## src/rtl/alu_adder_hold.sv

```systemverilog
// alu_adder_hold: registers the inverted ALU result, applies BCD adjust, holds add and flags.
// Define ALU_ADDER_HOLD_DECIMAL_FLAGS_EN to derive N/Z from the adjusted value in decimal mode.
module alu_adder_hold #(
   parameter int               WIDTH       = 8,
   parameter logic [WIDTH-1:0] RESET_VALUE = '0
) (
   input  logic             clk_2,
   input  logic             res_n,
   input  logic             load,
   input  logic [WIDTH-1:0] result_n,
   input  logic             half_carry,
   input  logic             alu_cout_n,
   input  logic             overflow_n,
   input  logic             daa_n,
   input  logic             dsa_n,
   output logic [WIDTH-1:0] add,
   output logic             c_out,
   output logic             v_out,
   output logic             n_out,
   output logic             z_out,
   output logic             valid,
   output logic             busy
);
   typedef enum logic [1:0] {IDLE, ADJUST, DONE} state_t;
   state_t state, state_nxt;
   logic [WIDTH-1:0] raw, raw_q, adj, nz_src;
   logic [3:0] lo, hi;
   logic h_q, c_q, v_q, sub_q, accept, bin;
   assign raw    = ~result_n;
   assign accept = load && state != ADJUST;
   assign bin    = daa_n && dsa_n;
   assign valid  = state == DONE;
   assign busy   = state == ADJUST;
   // nibbles wrap independently; -6 mod 16 is 4'ha
   assign lo  = raw_q[3:0] + (sub_q ? (h_q ? 4'h0 : 4'ha) : (h_q ? 4'h6 : 4'h0));
   assign hi  = raw_q[7:4] + (sub_q ? (c_q ? 4'h0 : 4'ha) : (c_q ? 4'h6 : 4'h0));
   assign adj = {hi, lo};
`ifdef ALU_ADDER_HOLD_DECIMAL_FLAGS_EN
   assign nz_src = adj;
`else
   assign nz_src = raw_q;
`endif
   always_comb begin
      state_nxt = state;
      if (state == ADJUST) state_nxt = DONE;
      else if (accept) state_nxt = bin ? DONE : ADJUST;
      else if (state == DONE) state_nxt = IDLE;
   end
   always_ff @(posedge clk_2 or negedge res_n)
      if (!res_n) state <= IDLE;
      else state <= state_nxt;
   always_ff @(posedge clk_2 or negedge res_n) begin
      if (!res_n) begin
         add   <= RESET_VALUE;
         c_out <= 1'b0;
         v_out <= 1'b0;
         n_out <= 1'b0;
         z_out <= 1'b0;
         raw_q <= '0;
         h_q   <= 1'b0;
         c_q   <= 1'b0;
         v_q   <= 1'b0;
         sub_q <= 1'b0;
      end else if (state == ADJUST) begin
         add   <= adj;
         c_out <= c_q;
         v_out <= v_q;
         n_out <= nz_src[WIDTH-1];
         z_out <= nz_src == '0;
      end else if (accept && bin) begin
         add   <= raw;
         c_out <= ~alu_cout_n;
         v_out <= ~overflow_n;
         n_out <= raw[WIDTH-1];
         z_out <= raw == '0;
      end else if (accept) begin
         raw_q <= raw;
         h_q   <= half_carry;
         c_q   <= ~alu_cout_n;
         v_q   <= ~overflow_n;
         sub_q <= daa_n;
      end
   end
endmodule
```

## config.mk

```make
export PLATFORM = sky130hd
export DESIGN_NAME = alu_adder_hold
export DESIGN_NICKNAME = d
export VERILOG_FILES = /design/src/rtl/alu_adder_hold.sv
export SDC_FILE = /design/constraint.sdc
export NUM_CORES = 1
export LEC_CHECK = 0
export BUFFER_PORTS_ARGS = -buffer_cell sky130_fd_sc_hd__buf_2
export CAP_MARGIN = 40
export CORE_ASPECT_RATIO = 0.5
export CORE_MARGIN = 4
export CORE_UTILIZATION = 30
export CTS_BUF_LIST = sky130_fd_sc_hd__clkbuf_4 sky130_fd_sc_hd__clkbuf_8
export DETAILED_ROUTE_END_ITERATION = 7
export GPL_ROUTABILITY_DRIVEN = 0
export PLACE_DENSITY = 0.51
export SETUP_SLACK_MARGIN = 0.5
export SYNTH_ARGS = -nofsm -noshare
export SYNTH_HDL_FRONTEND = slang
export SYNTH_SLANG_ARGS = --single-unit
```

## constraint.sdc

```tcl
create_clock -name clk_2 -period 3.55 [get_ports clk_2]
set_clock_uncertainty 0.15 [all_clocks]
set_input_delay 0.1775 -clock clk_2 [delete_from_list [all_inputs] [get_ports clk_2]]
set_output_delay 0.1775 -clock clk_2 [all_outputs]
set_load 0.03 [all_outputs]
```

Word-level counts from Yosys, hierarchy flattened
Cells that the tools add are included.
- register bits: 26
- bits of input ports: 16
- output and inout port bits: 14
- logic and storage cells: 49
- add/subtract/negate cells: 2
- equal/unequal tests: 3
- multiplexer cells: 20
- bitwise logic cells: 5
- reductions and logical operators: 8
- operator list (kind ; count):
    $logic_not A8 Y1 ; 2
    $mux W4 ; 4
    $mux W8 ; 2
    $add A4 B4 Y4 ; 2
    $mux W1 ; 8
    $mux W2 ; 4
    $not A8 Y8 ; 1
    $mux W3 ; 2
    $not A1 Y1 ; 4
    $logic_and A1 B1 Y1 ; 3
    $reduce_and A3 Y1 ; 1
    $reduce_bool A3 Y1 ; 1
    $eq A2 B1 Y1 const B ; 1
    $eq A2 B2 Y1 const B ; 1
    $ne A2 B1 Y1 const B ; 1
    $reduce_bool A2 Y1 ; 1

Depth between registers and ports, before layout
Gate-level depths: netlist (run 1).
- word-level depth: 5
- gate-level depth with buffers: 9
- depth with buffers taken out: 9

Least setup slack after synthesis (run 1)
OpenSTA, ideal clock, no wires.
- path type: register to register
- start: reg state[1]
- end: reg raw_q[0] (netlist: nz_src[0])
- library setup time: 0.125 ns
- arrival time: 1.627 ns
- required time: 3.275 ns
- slack: 1.648 ns
- cell stages (with the launch flop): 7
- buffers on the path: 1
- period minus slack after synthesis: 1.902 ns
- cells stage by stage: dfrtp_1 inv_1 ha_1 buf_6 and2b_2 nand2_4 mux2_4
- elaborated cells between the ends (all ways): 7
- classes of those cells: eq/ne (2); bitwise (2); reduce/logical (3)
- RTL lines (what ; line ; RTL):
    start: declaration ; 25 ; state_t state, state_nxt;
    start signal: assignment ; 51 ; else state <= state_nxt;
    $eq A2 B1 Y1 ; - ;
    net busy ; 22 ; output logic busy
    $not A1 Y1 (no line) ; - ;
    $reduce_and A3 Y1 (no line) ; - ;
    end signal: assignment ; 77 ; raw_q <= raw;
    end: declaration ; 26 ; logic [WIDTH-1:0] raw, raw_q, adj, nz_src;
The timed path passes the listed nets, and every way through them passes these cells.
A chain may end at the register's enable or synchronous reset.

Worst setup path in the final report (run 1)
- start: reg state[1]
- end: reg v_q
- cells in the longest elaborated chain, start to end: 5
- elaborated cells between the ends (all ways): 7
- classes of those cells: eq/ne (2); bitwise (2); reduce/logical (3)
- RTL lines (what ; line ; RTL):
    $ne A2 B1 Y1 ; 30 ; assign accept = load && state != ADJUST;
    $logic_and A1 B1 Y1 ; 30 ;
    $logic_and A1 B1 Y1 ; 70 ; end else if (accept && bin) begin
    $not A1 Y1 (no line) ; - ;
    $reduce_and A3 Y1 (no line) (*) ; - ;
    end signal: assignment ; 80 ; v_q <= ~overflow_n;
    end: declaration ; 28 ; logic h_q, c_q, v_q, sub_q, accept, bin;
Mark *: on every way between the ends. The rest lies on a longest branch, timed or not.

==> results of run 1 <==
critical path: stages (launching register included):
cell and delay [ns]:
dfrtp_1 0.39, inv_1 0.07, ha_1 0.26, buf_4 0.29
and2b_2 0.30, nand2_4 0.16, mux2_4 0.32
registers in the layout (all words and copies together), names as in the netlist:
name,flops
state,2
n_out,1
z_out,1
v_out,1
nz_src,8
add,8
v_q,1
h_q,1
c_out,1
sub_q,1
c_q,1
routing by layer:
| metal | vias to the layer above | track usage | share of wire |
|---|---|---|---|
| met5 | - | 0 | 0 |
| met4 | 0 | 0.01682 | 0.0088 |
| met3 | 4 | 0.02870 | 0.041 |
| met2 | 21 | 0.1721 | 0.46 |
| met1 | 519 | 0.1716 | 0.49 |
| li1 | 539 | - | - |
cell type report:
| class | instances | area, sq um |
|---|---|---|
| Fill cell | 452 | 2740 |
| Multi-Input combinational cell | 86 | 671.9 |
| Timing Repair Buffer | 36 | 212.7 |
| Inverter | 20 | 75.07 |
| Sequential cell | 26 | 650.6 |
| Clock buffer | 4 | 55.05 |
| Tap cell | 66 | 82.58 |
cell usage in the layout, fill, tap and decap left out, types with 2 or more instances in the layout:
master | netlist | final
buf_2 | 1 | 29
dfrtp_1 | 26 | 26
inv_1 | 20 | 20
a21oi_1 | 12 | 12
nand2_1 | 10 | 10
o21ai_0 | 9 | 9
ha_1 | 8 | 8
mux2i_1 | 7 | 7
dlygate4sd3_1 | 0 | 6
a211oi_1 | 5 | 5
mux2_4 | 5 | 5
and4b_1 | 4 | 4
nand3_1 | 4 | 4
xnor2_1 | 4 | 4
clkbuf_8 | 0 | 4
nand2b_1 | 2 | 2
nand4_1 | 2 | 2
nor2_1 | 2 | 2
o21a_1 | 2 | 2
fa_1 | 2 | 2
cells by family after synthesis:
group	after synthesis
multiplexers	12
flip-flops	26
AO/OA/AOI/OAI	29
AND/OR/NAND/NOR	31
adder cells (fa/ha/maj)	10
buffers and inverters	24
XOR/XNOR	4
how the worst max path moves through the flow:
stage / start / endpoint / slack [ns] / cells past startpoint
after floorplan: state[1] / nz_src[0] / 1.65 / 6
after global placement: state[1] / nz_src[5] / 1.53 / 6
after detailed placement: state[1] / v_q / 1.52 / 6
after CTS: state[1] / v_q / 1.50 / 6
after global routing: state[1] / v_q / 1.39 / 6
final: state[1] / v_q / 1.50 / 6
stage by stage:
| step | utilization | cell area, sq um | total power (uW) |
|---|---|---|---|
| final | 0.3895 | 1748 | 1510 |
| after detailed placement | 0.3638 | 1633 | 1327 |
| after global placement | 0.3638 | 1633 | 1325 |
| after global routing | 0.3895 | 1748 | 1640 |
| after CTS | 0.3895 | 1748 | 1531 |
| after floorplan | - | 1421 | 1117 |
where the power goes:
group | leakage, uW | total, uW | switching (uW) | internal [uW]
combinational | 0.000550 | 788 | 476 | 312
sequential | 0.000306 | 525 | 88.3 | 437
clock | 0.0000288 | 197 | 97.3 | 99.3
total | 0.000885 | 1510 | 661 | 849
==> impl_metrics.json, run 1 <==
{
  "die_area_sq_um": 5970,
  "synth_compound_area_frac": 0.1153,
  "hold_class": "input pin to register",
  "yosysMostFrequentCell": "dfrtp_1",
  "ant_nets": 0,
  "min_to": "nz_src[0]",
  "synthTopCellsByCount": "dfrtp_1, inv_1, a21oi_1",
  "p_leak_uw": 0.0008848,
  "r2r_slack_ns": 1.50,
  "yosysTopAreaCell": "dfrtp_1",
  "synth_fa_ha_area_frac": 0.09859,
  "whs_ns": 0.08064,
  "synth_area_leaders": "dfrtp_1, ha_1, inv_1, mux2_4, mux2i_1",
  "async_flop_share": 1.000,
  "cts_tree": "built",
  "finalHoldViolCount": 0,
  "post_cts_resize_count": 0,
  "num-nets-final": 199,
  "syn-num-nets": 162,
  "synthFlopType": "dfrtp_1",
  "numCtsBuffers": 3,
  "ios": 30,
  "timing.slew.headroom": 0.6020,
  "path_max_fanout": 23,
  "period_needed_ns": 2.052,
  "fin_cells": 238,
  "powerDensity_nw_per_um2": 863.9,
  "cts-root-buf": "clkbuf_8",
  "r2r-end": "v_q",
  "endpoint_kind": "register",
  "avgSynthCellArea_sq_um": 10.45,
  "track_usage": 0.1156,
  "cts_setup_buffers": 0,
  "grt_pass1_vias": 1061,
  "chipHeight_microns": 56.67,
  "cp.required_ns": 3.56,
  "setup_viol": 0,
  "routedWlPerCell_microns": 13.79,
  "worstMarginPinSlew_ns": 0.5969,
  "drtPass1Iterations": 5,
  "worst_slack_ns": 1.498,
  "rsz0062_at_grt": "no",
  "drv_cap": 0,
  "fp-row-count": 17,
  "grt_pass1_wl_microns": 5451,
  "cts_buffer_depth": 2,
  "clk_latency_ns": 0.27,
  "grt_start_max_net_pins": 27,
  "initial_core_util": 0.3167,
  "dp_slack_ns": 1.520,
  "syn_area_sq_um": 1421,
  "dp_hpwl_microns": 2453,
  "synth.mux.area_fraction": 0.1021,
  "area_delta_synth_final_pct": 22.98,
  "fin_crit_sh": 0.5780,
  "drc_errors": 0,
  "yosysSeqAreaShare": 0.4577,
  "synth_edf_count": 0,
  "status": "complete, no violations",
  "io_buffers": 29,
  "cts_sinks": 26,
  "n_antenna_cell": 0,
  "overflow": 0,
  "max_freq_mhz": 487.4,
  "synth-xor-area-share": 0.02465,
  "worstPathArrival_ns": 2.07,
  "holdPathStages": 3,
  "ys_warn_count": 0,
  "htreeDepth": 1,
  "drv_slew": 0,
  "yosys.area.top_type_share": 0.4577,
  "dieWidth_microns": 105.3,
  "clk_pin_slew_ns": 0.09,
  "synth.distinct_cells": 28,
  "grt_antenna_before_repair": 0,
  "worstRegToRegCells": 6,
  "fin_setup_tns_ns": 0,
  "ctsHoldBuffers": 6,
  "vias_per_cell": 4.550,
  "r2r_start": "state[1]",
  "vdd_drop_max_mv": 0.2090,
  "start_kind": "register",
  "ys_ff_latch": 26,
  "drt_iter0_markers": 35,
  "drt_wl_total_microns": 3282,
  "core_sq_um": 4488,
  "synthCells": 136,
  "hold_start": "result_n[0]",
  "synthSimpleGateAreaFrac": 0.1320,
  "synth_top_family_by_area": "simple AND/OR/NAND/NOR gates",
  "via_count": 1083,
  "drive_gt1_frac": 0.2442,
  "dp_cells": 228,
  "crit_type": "register to register"
}
No activity file was read; power rests on OpenSTA's default activity.
==> run 2, diff against run 1 <==
--- a/config.mk
+++ b/config.mk
@@ -13,7 +13,7 @@
 export CTS_BUF_LIST = sky130_fd_sc_hd__clkbuf_4 sky130_fd_sc_hd__clkbuf_8
 export DETAILED_ROUTE_END_ITERATION = 7
 export GPL_ROUTABILITY_DRIVEN = 0
-export PLACE_DENSITY = 0.51
+export PLACE_DENSITY = 0.53
 export SETUP_SLACK_MARGIN = 0.5
 export SYNTH_ARGS = -nofsm -noshare
 export SYNTH_HDL_FRONTEND = slang
==> constraint.sdc (replaced) <==
create_clock -name clk_2 -period 1.8 [get_ports clk_2]
set_clock_uncertainty 0.15 [all_clocks]
set_input_delay 0.09 -clock clk_2 [delete_from_list [all_inputs] [get_ports clk_2]]
set_output_delay 0.09 -clock clk_2 [all_outputs]
set_load 0.03 [all_outputs]
==> impl_metrics.json, run 2 (synthesis results as in run 1) <==
{
  "status": "finished with violations",
  "failed_checks": "hold timing, setup timing",
  "core_sq_um": 4488,
  "routedWlPerCell_microns": 14.51,
  "final_common_cell": "buf_2",
  "drv_slew": 0,
  "grt_antenna_before_repair": 0,
  "setup_viol": 3,
  "overflow": 0,
  "worstPathArrival_ns": 1.86,
  "clk_latency_ns": 0.28,
  "drtPass1Iterations": 4,
  "grt_pass1_wl_microns": 5920,
  "via_count": 1159,
  "chipHeight_microns": 56.67,
  "finalHoldViolCount": 1,
  "dp_hpwl_microns": 2553,
  "final_util": 0.4993,
  "dp_slack_ns": -0.1208,
  "final_area_sq_um": 2241,
  "ios": 30,
  "clk_pin_slew_ns": 0.09,
  "drc_errors": 0,
  "rsz0062_at_grt": "yes",
  "fin_crit_sh": 1.025,
  "htreeDepth": 1,
  "pwr-share-seq": 0.261,
  "cts_tree": "built",
  "n_antenna_cell": 0,
  "endpoint_kind": "register",
  "layout_common_cells": "buf_2, dfrtp_1, inv_1, dlygate4sd3_1, buf_6",
  "drive_gt1_frac": 0.5181,
  "path_max_fanout": 2,
  "pwr-share-comb": 0.619,
  "hold_class": "input pin to register",
  "vdd_drop_max_mv": 0.7069,
  "numCtsBuffers": 3,
  "drt_wl_total_microns": 3758,
  "cp.required_ns": 1.81,
  "netSwitchingPower_uw": 1659,
  "vias_per_cell": 4.475,
  "worst_slack_ns": -0.04478,
  "start_kind": "register",
  "min_to": "nz_src[1]",
  "p_leak_uw": 0.001051,
  "period_needed_ns": 1.845,
  "area_delta_synth_final_pct": 57.66,
  "grt_pass1_vias": 1181,
  "max_freq_mhz": 542.1,
  "r2r_start": "c_q",
  "io_buffers": 29,
  "crit_type": "register to register",
  "p_int_uw": 2461,
  "drt_iter0_markers": 42,
  "cts_buffer_depth": 2,
  "ant_nets": 0,
  "whs_ns": -0.001132,
  "r2r_slack_ns": -0.04,
  "holdPathStages": 3,
  "num-fill-cells": 417,
  "cts-root-buf": "clkbuf_8",
  "cts_sinks": 26,
  "fp-row-count": 17,
  "r2r-end": "add[7]",
  "place_area_sq_um": 1728,
  "pwr-share-clk": 0.120,
  "netSwitchingFraction": 0.4027,
  "timing.slew.headroom": 0.5945,
  "dieWidth_microns": 105.3,
  "worstRegToRegCells": 9,
  "initial_core_util": 0.3167,
  "grt_start_max_net_pins": 27,
  "powerDensity_nw_per_um2": 1839,
  "drv_cap": 0,
  "worstMarginPinSlew_ns": 0.6083,
  "die_area_sq_um": 5970,
  "hold_start": "result_n[1]",
  "num-nets-final": 220,
  "track_usage": 0.1266
}
## run 2: changes by cell type in the layout (fill, tap and decap cells not counted), moves of 6 or more
cell | before | now
buf_6 | 0 | 9
a21oi_2 | 0 | 7
a21oi_1 | 12 | 4
ha_1 | 8 | 2
o21ai_0 | 9 | 1
inv_2 | 0 | 7
ha_4 | 0 | 6
inv_1 | 20 | 12
## run 2: cell type report
type	instances	area (sq um)	area share
Inverter	20	77.57	0.03462
Timing Repair Buffer	57	494.2	0.2205
Multi-Input combinational cell	86	864.6	0.3858
Tap cell	66	82.58	0.03685
Clock inverter	1	30.03	0.01340
Sequential cell	26	650.6	0.2903
Clock buffer	3	41.29	0.01843
## run 2: through the flow
step                hold slack, ns  total power (uW)  instances  TNS [ns]
floorplan                  -0.3556              2348        136  -0.05476
CTS                       0.001771              3750        250  -0.09118
global route               0.01691              4413        259   -0.2945
finish                   -0.001132              4120        259  -0.07243
detailed placement       -0.005310              2801        232   -0.2487
global placement          -0.01221              2801        232   -0.1272
## run 2: layer usage
metal | part of all wire | vias up | wire length, microns | global-route usage
met4 | 0 | 0 | 0 | 0.01682
met5 | 0 | - | 0 | 0
li1 | - | 580 | - | -
met1 | 0.50 | 563 | 1875 | 0.1816
met3 | 0.037 | 0 | 138 | 0.03215
met2 | 0.46 | 16 | 1745 | 0.1966
## run 2: worst max-delay path, cell delays in order, from the launching register on
cell,delay [ns]
dfrtp_1,0.40
inv_2,0.08
ha_4,0.19
inv_2,0.06
ha_4,0.11
inv_2,0.03
fa_2,0.34
xnor2_2,0.14
xnor2_1,0.15
a21oi_1,0.08
## run 2: power by group through the flow
| stage | Sequential, uW | Combinational [uW] | Clock, uW |
|---|---|---|---|
| 6_report | 1080 | 2550 | 492 |
| 2_1_floorplan | 1310 | 1040 | 0 |
| 4_1_cts | 1070 | 2180 | 500 |
| 3_3_place_gp | 1060 | 1740 | 0 |
| 3_5_place_dp | 1070 | 1730 | 0 |
| 5_1_grt | 1120 | 2770 | 523 |
## run 2: repair_timing
action,in CTS,in global routing
endpoints found under the setup margin,27,28
pin swaps,8,8
gates resized for setup,30,29
hold buffers,9,0
endpoints found under the hold margin,35,0
gates cloned,1,1
buffers inserted,4,8
## run 2: worst max path at each step
stage / from / end / slack, ns / cells after the start
finish: c_q / add[7] / -0.04 / 9
global route: c_q / add[7] / -0.13 / 9
CTS: c_q / add[7] / -0.05 / 9
detailed placement: c_q / add[7] / -0.12 / 9
global placement: c_q / add[7] / -0.07 / 9
floorplan: c_q / add[7] / -0.05 / 9
